### src/rtl/meteor_pkg.sv
// meteor_pkg: shared definitions for the meteor field.
//   - per-meteor state encoding (IDLE / FALL)
//   - LFSR seed and Fibonacci tap mask (taps 16,14,13,11)
//   - eff_speed: maps a speed of 0 to 1 row per frame
//   - lfsr_next: one step of the 16-bit Fibonacci LFSR
package meteor_pkg;

  localparam logic [0:0]  ST_IDLE   = 1'b0;
  localparam logic [0:0]  ST_FALL   = 1'b1;

  localparam logic [15:0] LFSR_SEED = 16'hACE1;
  // Taps 16,14,13,11 map to bits 15,13,12,10.
  localparam logic [15:0] LFSR_TAPS = 16'hB400;

  function automatic logic [2:0] eff_speed(input logic [2:0] speed);
    logic [2:0] eff;
    if (speed == 3'd0) begin
      eff = 3'd1;
    end else begin
      eff = speed;
    end
    return eff;
  endfunction

  // Shift left, new bit enters at bit 0 as XOR of the tapped bits.
  function automatic logic [15:0] lfsr_next(input logic [15:0] cur);
    return {cur[14:0], ^(cur & LFSR_TAPS)};
  endfunction

endpackage

### src/rtl/lfsr16.sv
// lfsr16: free-running 16-bit Fibonacci LFSR, steps every clock.
// Ports:
//   clock  in   pixel clock
//   reset  in   synchronous, active-high; loads LFSR_SEED
//   value  out  current LFSR state
module lfsr16
  import meteor_pkg::*;
(
  input  logic        clock,
  input  logic        reset,
  output logic [15:0] value
);

  // LFSR state register
  always_ff @(posedge clock) begin
    if (reset) begin
      value <= LFSR_SEED;
    end else begin
      value <= lfsr_next(value);
    end
  end

endmodule

### src/rtl/meteor_field.sv
// meteor_field: tracks NUM_METEORS falling meteors, spawns them at
// pseudo-random columns, advances them once per enabled frame, renders a
// registered meteor mask, flags player collisions and counts dodges.
// Ports:
//   clock, reset           pixel clock, synchronous active-high reset
//   frame_tick             1-cycle pulse per frame (start of vblank)
//   enable                 1 = motion and spawning run; 0 = frozen
//   speed[2:0]             rows per frame (0 behaves as 1)
//   h_count, v_count       current pixel coordinates
//   player_on              player sprite covers the current pixel
//   hit_clear              clears the sticky hit flag
//   meteor_on              registered meteor mask (1 clock latency)
//   hit                    sticky collision flag
//   dodged                 1-cycle pulse after a frame with an exit
//   dodge_count[7:0]       saturating dodge counter
module meteor_field
  import meteor_pkg::*;
#(
  parameter int NUM_METEORS = 4,
  parameter int COORD_W     = 10,
  parameter int H_ACTIVE    = 640,
  parameter int V_ACTIVE    = 480,
  parameter int SIZE        = 16,
  parameter int SPAWN_GAP   = 20
) (
  input  logic               clock,
  input  logic               reset,
  input  logic               frame_tick,
  input  logic               enable,
  input  logic [2:0]         speed,
  input  logic [COORD_W-1:0] h_count,
  input  logic [COORD_W-1:0] v_count,
  input  logic               player_on,
  input  logic               hit_clear,
  output logic               meteor_on,
  output logic               hit,
  output logic               dodged,
  output logic [7:0]         dodge_count
);

  localparam int CNT_W = (SPAWN_GAP < 1) ? 1 : $clog2(SPAWN_GAP + 1);
  localparam logic [CNT_W-1:0]   GAP_RELOAD = CNT_W'(SPAWN_GAP);
  localparam logic [COORD_W-1:0] X_SPAN     = COORD_W'(H_ACTIVE - SIZE);
  localparam logic [COORD_W:0]   Y_LIMIT    = (COORD_W + 1)'(V_ACTIVE);
  localparam logic [COORD_W:0]   EDGE       = (COORD_W + 1)'(SIZE);

  logic [15:0]            lfsr_s;
  logic                   unused_lfsr_s;
  logic                   tick_s;
  logic [2:0]             eff_s;
  logic [CNT_W-1:0]       spawn_cnt_r;
  logic [NUM_METEORS-1:0] idle_s;
  logic [NUM_METEORS-1:0] spawn_sel_s;
  logic [NUM_METEORS-1:0] exit_s;
  logic [NUM_METEORS-1:0] cover_s;
  logic                   spawn_now_s;
  logic [COORD_W-1:0]     fold_a_s;
  logic [COORD_W-1:0]     fold_b_s;
  logic [COORD_W-1:0]     spawn_x_s;
  logic [COORD_W:0]       h_w_s;
  logic [COORD_W:0]       v_w_s;
  logic [7:0]             exit_num_s;
  logic [8:0]             dodge_sum_s;
  logic                   player_d_r;

  lfsr16 u_lfsr (
    .clock (clock),
    .reset (reset),
    .value (lfsr_s)
  );

  // Only the low COORD_W bits seed the spawn column.
  assign unused_lfsr_s = ^lfsr_s[15:COORD_W];

  assign tick_s      = frame_tick & enable;
  assign eff_s       = eff_speed(speed);
  assign h_w_s       = {1'b0, h_count};
  assign v_w_s       = {1'b0, v_count};
  // Isolate the lowest set bit: lowest-index IDLE meteor gets the spawn.
  assign spawn_sel_s = idle_s & (~idle_s + NUM_METEORS'(1));
  assign spawn_now_s = tick_s && (spawn_cnt_r == {CNT_W{1'b0}}) && (|idle_s);

  // Fold the raw LFSR column into [0, H_ACTIVE-SIZE) with at most two subtracts
  always_comb begin
    fold_a_s = lfsr_s[COORD_W-1:0];
    if (fold_a_s >= X_SPAN) begin
      fold_b_s = fold_a_s - X_SPAN;
    end else begin
      fold_b_s = fold_a_s;
    end
    if (fold_b_s >= X_SPAN) begin
      spawn_x_s = fold_b_s - X_SPAN;
    end else begin
      spawn_x_s = fold_b_s;
    end
  end

  for (genvar g = 0; g < NUM_METEORS; g++) begin : g_met
    logic [0:0]         state_r;
    logic [COORD_W-1:0] x_r;
    logic [COORD_W-1:0] y_r;
    logic [COORD_W:0]   y_next_s;

    // One extra bit so y + speed cannot wrap before the exit compare.
    assign y_next_s   = {1'b0, y_r} + (COORD_W + 1)'(eff_s);
    assign idle_s[g]  = (state_r == ST_IDLE);
    assign exit_s[g]  = tick_s && (state_r == ST_FALL) && (y_next_s >= Y_LIMIT);
    assign cover_s[g] = (state_r == ST_FALL)
                     && (h_w_s >= {1'b0, x_r}) && (h_w_s < ({1'b0, x_r} + EDGE))
                     && (v_w_s >= {1'b0, y_r}) && (v_w_s < ({1'b0, y_r} + EDGE));

    // Per-meteor state: spawn from IDLE, fall and exit from FALL
    always_ff @(posedge clock) begin
      if (reset) begin
        state_r <= ST_IDLE;
        x_r     <= {COORD_W{1'b0}};
        y_r     <= {COORD_W{1'b0}};
      end else if (tick_s) begin
        case (state_r)
          ST_IDLE: begin
            if (spawn_now_s && spawn_sel_s[g]) begin
              state_r <= ST_FALL;
              x_r     <= spawn_x_s;
              y_r     <= {COORD_W{1'b0}};
            end
          end
          ST_FALL: begin
            if (y_next_s >= Y_LIMIT) begin
              state_r <= ST_IDLE;
              y_r     <= {COORD_W{1'b0}};
            end else begin
              y_r <= y_next_s[COORD_W-1:0];
            end
          end
          default: begin
            state_r <= ST_IDLE;
            y_r     <= {COORD_W{1'b0}};
          end
        endcase
      end
    end
  end

  // Spawn interval counter; parks at zero while every slot is busy
  always_ff @(posedge clock) begin
    if (reset) begin
      spawn_cnt_r <= GAP_RELOAD;
    end else if (tick_s) begin
      if (spawn_cnt_r == {CNT_W{1'b0}}) begin
        if (|idle_s) begin
          spawn_cnt_r <= GAP_RELOAD;
        end
      end else begin
        spawn_cnt_r <= spawn_cnt_r - CNT_W'(1);
      end
    end
  end

  // Number of meteors leaving the bottom edge this frame
  always_comb begin
    exit_num_s = 8'd0;
    for (int i = 0; i < NUM_METEORS; i++) begin
      exit_num_s = exit_num_s + {7'd0, exit_s[i]};
    end
  end

  assign dodge_sum_s = {1'b0, dodge_count} + {1'b0, exit_num_s};

  // Dodge pulse and saturating dodge counter
  always_ff @(posedge clock) begin
    if (reset) begin
      dodged      <= 1'b0;
      dodge_count <= 8'd0;
    end else begin
      dodged <= |exit_s;
      if (|exit_s) begin
        dodge_count <= dodge_sum_s[8] ? 8'hFF : dodge_sum_s[7:0];
      end
    end
  end

  // Registered meteor mask plus player_on delayed to line up with it
  always_ff @(posedge clock) begin
    if (reset) begin
      meteor_on  <= 1'b0;
      player_d_r <= 1'b0;
    end else begin
      meteor_on  <= |cover_s;
      player_d_r <= player_on;
    end
  end

  // Sticky hit flag; a new collision outranks a same-cycle clear
  always_ff @(posedge clock) begin
    if (reset) begin
      hit <= 1'b0;
    end else if (meteor_on && player_d_r) begin
      hit <= 1'b1;
    end else if (hit_clear) begin
      hit <= 1'b0;
    end
  end

endmodule
### config.mk
export PLATFORM = sky130hd
export DESIGN_NAME = meteor_field
export DESIGN_NICKNAME = d
export VERILOG_FILES = /design/src/rtl/meteor_pkg.sv /design/src/rtl/lfsr16.sv /design/src/rtl/meteor_field.sv
export SDC_FILE = /design/constraint.sdc
export NUM_CORES = 1
export LEC_CHECK = 0
export BUFFER_PORTS_ARGS = -buffer_cell sky130_fd_sc_hd__buf_2
export CORE_ASPECT_RATIO = 1.2
export CORE_MARGIN = 2
export CORE_UTILIZATION = 59
export CTS_BUF_LIST = sky130_fd_sc_hd__clkbuf_8
export DETAILED_ROUTE_END_ITERATION = 8
export PLACE_DENSITY = 0.84
export SYNTH_ARGS = -nofsm -noshare
export SYNTH_HDL_FRONTEND = slang
export SYNTH_SLANG_ARGS = --single-unit
### constraint.sdc
create_clock -name clock -period 4.41 [get_ports clock]
set_clock_uncertainty 0.1 [all_clocks]
set_input_delay 0.6615 -clock clock [delete_from_list [all_inputs] [get_ports clock]]
set_output_delay 0.6615 -clock clock [all_outputs]
set_load 0.005 [all_outputs]
==> summary.txt <==
Status
  – Status: finished clean

CTS
  – Root buffer cell: clkbuf_8
  – CTS tree: yes
  – Clock Latency Late Sink: 0.46 ns
  – Clk sinks: 117
  – CTS Buffer Depth: 2
  – Cts bufs inserted: 17
  – Worst-path clk slew: 0.07 ns
  – CTS HTree Levels: 4

Cells and area
  – # diodes: 0
  – Multi-input logic area: 0.006391 mm²
  – Nets: 1374
  – Util after Layout: 66.41%
  – Ratio of cells with drive above 1 in the final layout: 12.26%
  – Area grow syn2layout: 11.32%
  – Finished Layout Cells: 1407
  – FF/Latch Area: 0.002342 mm²
  – Fillers: 1307
  – Cell area after layout: 0.01026 mm²

Synthesis
  – Avg Inst Size Synth: 8.202 µm²
  – Post-synthesis register bit count: 117
  – Synth cell types: 74
  – Syn nets: 1312
  – Sequential-to-total area share from yosys stat: 25.41%
  – Number of flops mapped to enable cells by yosys: 0
  – Main synth FF type: dfxtp_1
  – Asr flop ratio synth: 0%
  – Count of warnings emitted by yosys: 0
  – Synthesized area: 0.009219 mm²
  – Synthesized instance count: 1124

Placement
  – GPL Wtd Cong: 0.9569
  – Placed cell area: 0.009839 mm²
  – Dpl cells: 1373
  – Detail Placement HPWL: 17490 µm
  – DP Worst Slack: -0.4109 ns
  – Port Buffers: 39

Timing
  – Final worst slack: 0.1325 ns
  – Worst rel slew slack: 29.67%
  – Worst hold margin: 0.3140 ns
  – Crit path time final: 4.277 ns
  – Final Cycle Share: 96.99%
  – Slew Viols, Final: 0
  – Final setup violation count: 0
  – Max frequency: 233.8 MHz
  – Endpoints failing hold: 0
  – Worst-Margin Slew: 1.045 ns

Power
  – Logic gate share of total power: 12.0%
  – Int Pwr: 1.710 mW
  – Leak Pwr: 3.995 nW
  – Worst VDD drop: 173.6 µV
  – Net switching fraction of the power: 27.92%
  – NetSw: 0.6624 mW
  – Clk network pwr share: 42.3%
  – Power Dens Cells: 231.2 mW/mm²
  – Sequential share of power: 45.7%

Floorplan
  – Chip width: 118.1 µm
  – # IOs: 40
  – Die height: 140.9 µm
  – Total die area: 0.01665 mm²
  – Initial Utilization: 59.66%
  – Num rows: 50
  – Area of the core: 0.01545 mm²

Global route
  – Met1 usage: 32.16%
  – Most Crowded Layer GR: met2
  – Antenna violations before repair: 0
  – Vias in the first global route: 8228
  – Global-route wire length before repair: 38870 µm
  – Grt met3 use: 5.218%
  – GRT Total Usage: 28.96%
  – Largest net degree at the start of global routing: 76
  – Met2 usage: 51.51%
  – Grt ovf: 0

Detailed routing
  – DR WL/cell: 16.65 µm
  – Remaining antenna violation count: 0
  – Routed vias: 8333
  – Iter 0 DRT Violations: 524
  – Total wire length: 23430 µm
  – Post-route DRC violation count: 0
  – Vias per Instance: 5.923
  – Drt first pass iters: 5

Worst setup path
  – Critical path class: in -> reg
  – Crit-path cells: buf_2 -> o21bai_4 -> ha_4 -> inv_2 -> fa_2 -> and2b_2 -> o211a_1 -> mux2i_1 -> a32o_2 -> nor2b_4 -> inv_2 -> fa_1 -> fa_2 -> inv_2 -> fa_2 -> and3_4 -> and2_4 -> nand4_1 -> buf_4 -> a311oi_1
  – Worst Setup End Kind: flop
  – Arrival time worst endpoint: 4.53 ns
  – Worst Path Required: 4.66 ns
  – Startpoint type of the worst setup path: input port
  – Delay of the slowest critical-path stage: 0.46 ns
  – Slowest cell on crit path: fa_1
  – Maximum fanout along the worst path: 6

Hold path
  – Hold Path Class: in -> reg

Job
  – Max-cap violations: 0
[kinds of logic (layout without fill, tap and decap cells)]
| kind of cell | Yosys count | in the layout | synth area share (%) |
|---|---|---|---|
| simple gates | 354 | 354 | 19.53 |
| compound gates | 294 | 294 | 21.05 |
| fa+ha+maj | 159 | 159 | 22.15 |
| buf+inv | 138 | 213 | 5.890 |
| flops | 117 | 117 | 25.41 |
| xor+xnor | 58 | 58 | 5.510 |
| mux | 4 | 4 | 0.4614 |
[layer usage]
layer  vias to the layer above  share of wire (%)
li1                       4135                  -
met2                       227                 51
met4                         0                4.7
met1                      3892                 40
met5                         -                  0
met3                        79                4.4
[state kept, by name, indices dropped and copies added, names as in the netlist]
signal and flops:
dodge_count 8, dodged 1, g_met.state_r 4, g_met.x_r 40, g_met.y_r 40, hit 1, meteor_on 1, player_d_r 1
spawn_cnt_r 5, u_lfsr.value 16
[cells in the mapped netlist, types with 6 or more instances]
master    count  area share, %
xnor2_1      52            4.9
clkbuf_1     26            1.1
a211oi_1     15            1.2
inv_1       105            4.3
nor3_1       25            1.4
nand2b_1     19            1.3
nor4_1        8           0.54
nand3_1      35            1.9
nor2_1       64            2.6
a21o_1       24            2.0
nor2b_1      27            1.8
ha_1        152             21
dfxtp_1     117             25
nand2_1     100            4.1
o31ai_1       6           0.49
xor2_1        6           0.57
o211ai_1     11           0.90
or2_2         9           0.61
o21ai_0      47            2.6
fa_1          7            1.5
and3_1       12           0.81
o21a_1       26            2.1
a21oi_1      95            5.2
and2_1        8           0.54
a311oi_1      8           0.76
a31oi_1       9           0.61
or3_1        12           0.81
nand4_1      10           0.68
[final timing paths]
check / cells past startpoint / startpoint / slack, ns / end
worst max register to register: 18 / g_met[2].y_r[0]$_SDFFE_PP0P_ / 0.26 / dodge_count[1]$_SDFFE_PP0P_
worst min-delay path: 2 / player_on / 0.31 / player_d_r$_SDFF_PP0_
worst max-delay path: 20 / speed[1] / 0.13 / dodge_count[1]$_SDFFE_PP0P_
worst min register to register: 1 / u_lfsr.value[14]$_SDFF_PP0_ / 0.31 / u_lfsr.value[15]$_SDFF_PP1_
[power by group through the flow]
stage / registers, mW / clock network, mW / logic [mW]
3_3_place_gp: 1.11 / 0 / 0.270
3_5_place_dp: 1.11 / 0 / 0.280
5_1_grt: 1.09 / 1.07 / 0.322
2_1_floorplan: 1.10 / 0 / 0.182
4_1_cts: 1.08 / 1.02 / 0.284
6_report: 1.08 / 1.00 / 0.285
[repair_timing]
action,CTS,global route
hold endpoints to repair,0,0
gates resized for setup,0,3
endpoints found under the setup margin,0,7
hold buffers,0,0
buffers inserted,0,2
[through the flow]
stage / TNS, ns / power [mW]
finish: 0 / 2.372
global route: -0.04221 / 2.476
CTS: 0 / 2.387
detailed placement: -2.761 / 1.388
global placement: -2.159 / 1.378
floorplan: -0.03853 / 1.285
[layout by cell type, fill, tap and decap left out, types with 5 or more instances in the layout]
master | Yosys | layout
ha_1 | 152 | 150
dfxtp_1 | 117 | 117
inv_1 | 105 | 103
nand2_1 | 100 | 100
a21oi_1 | 95 | 95
nor2_1 | 64 | 64
xnor2_1 | 52 | 52
o21ai_0 | 47 | 47
buf_2 | 2 | 38
buf_4 | 1 | 38
nand3_1 | 35 | 35
nor2b_1 | 27 | 27
o21a_1 | 26 | 26
nor3_1 | 25 | 25
a21o_1 | 24 | 24
nand2b_1 | 19 | 19
clkbuf_8 | 0 | 18
a211oi_1 | 15 | 15
or3_1 | 12 | 12
o211ai_1 | 11 | 11
and3_1 | 12 | 10
nand4_1 | 10 | 10
a31oi_1 | 9 | 9
or2_2 | 9 | 9
nor4_1 | 8 | 8
and2_1 | 8 | 7
a311oi_1 | 8 | 7
o31ai_1 | 6 | 6
xor2_1 | 6 | 6
a211o_1 | 5 | 5
a2111oi_0 | 5 | 5
a22oi_1 | 5 | 5
clkinv_4 | 0 | 5
[critical path: cells and delay by family]
kind            cells  cell delay [ns]
compound gates      4             0.88
fa+ha+maj           5             1.55
buf+inv             5             0.45
mux                 1             0.20
simple gates        5             0.80
[cell type report]
cell class / count / area share (%)
multi-input cells: 869 / 62.28
flip-flops and latches: 117 / 22.82
repair buffers: 76 / 4.633
inverters: 105 / 3.841
well taps: 208 / 2.536
clock buffers: 18 / 2.414
clock inverters: 14 / 1.475
Note: power is estimated with default switching activity, not from simulation.
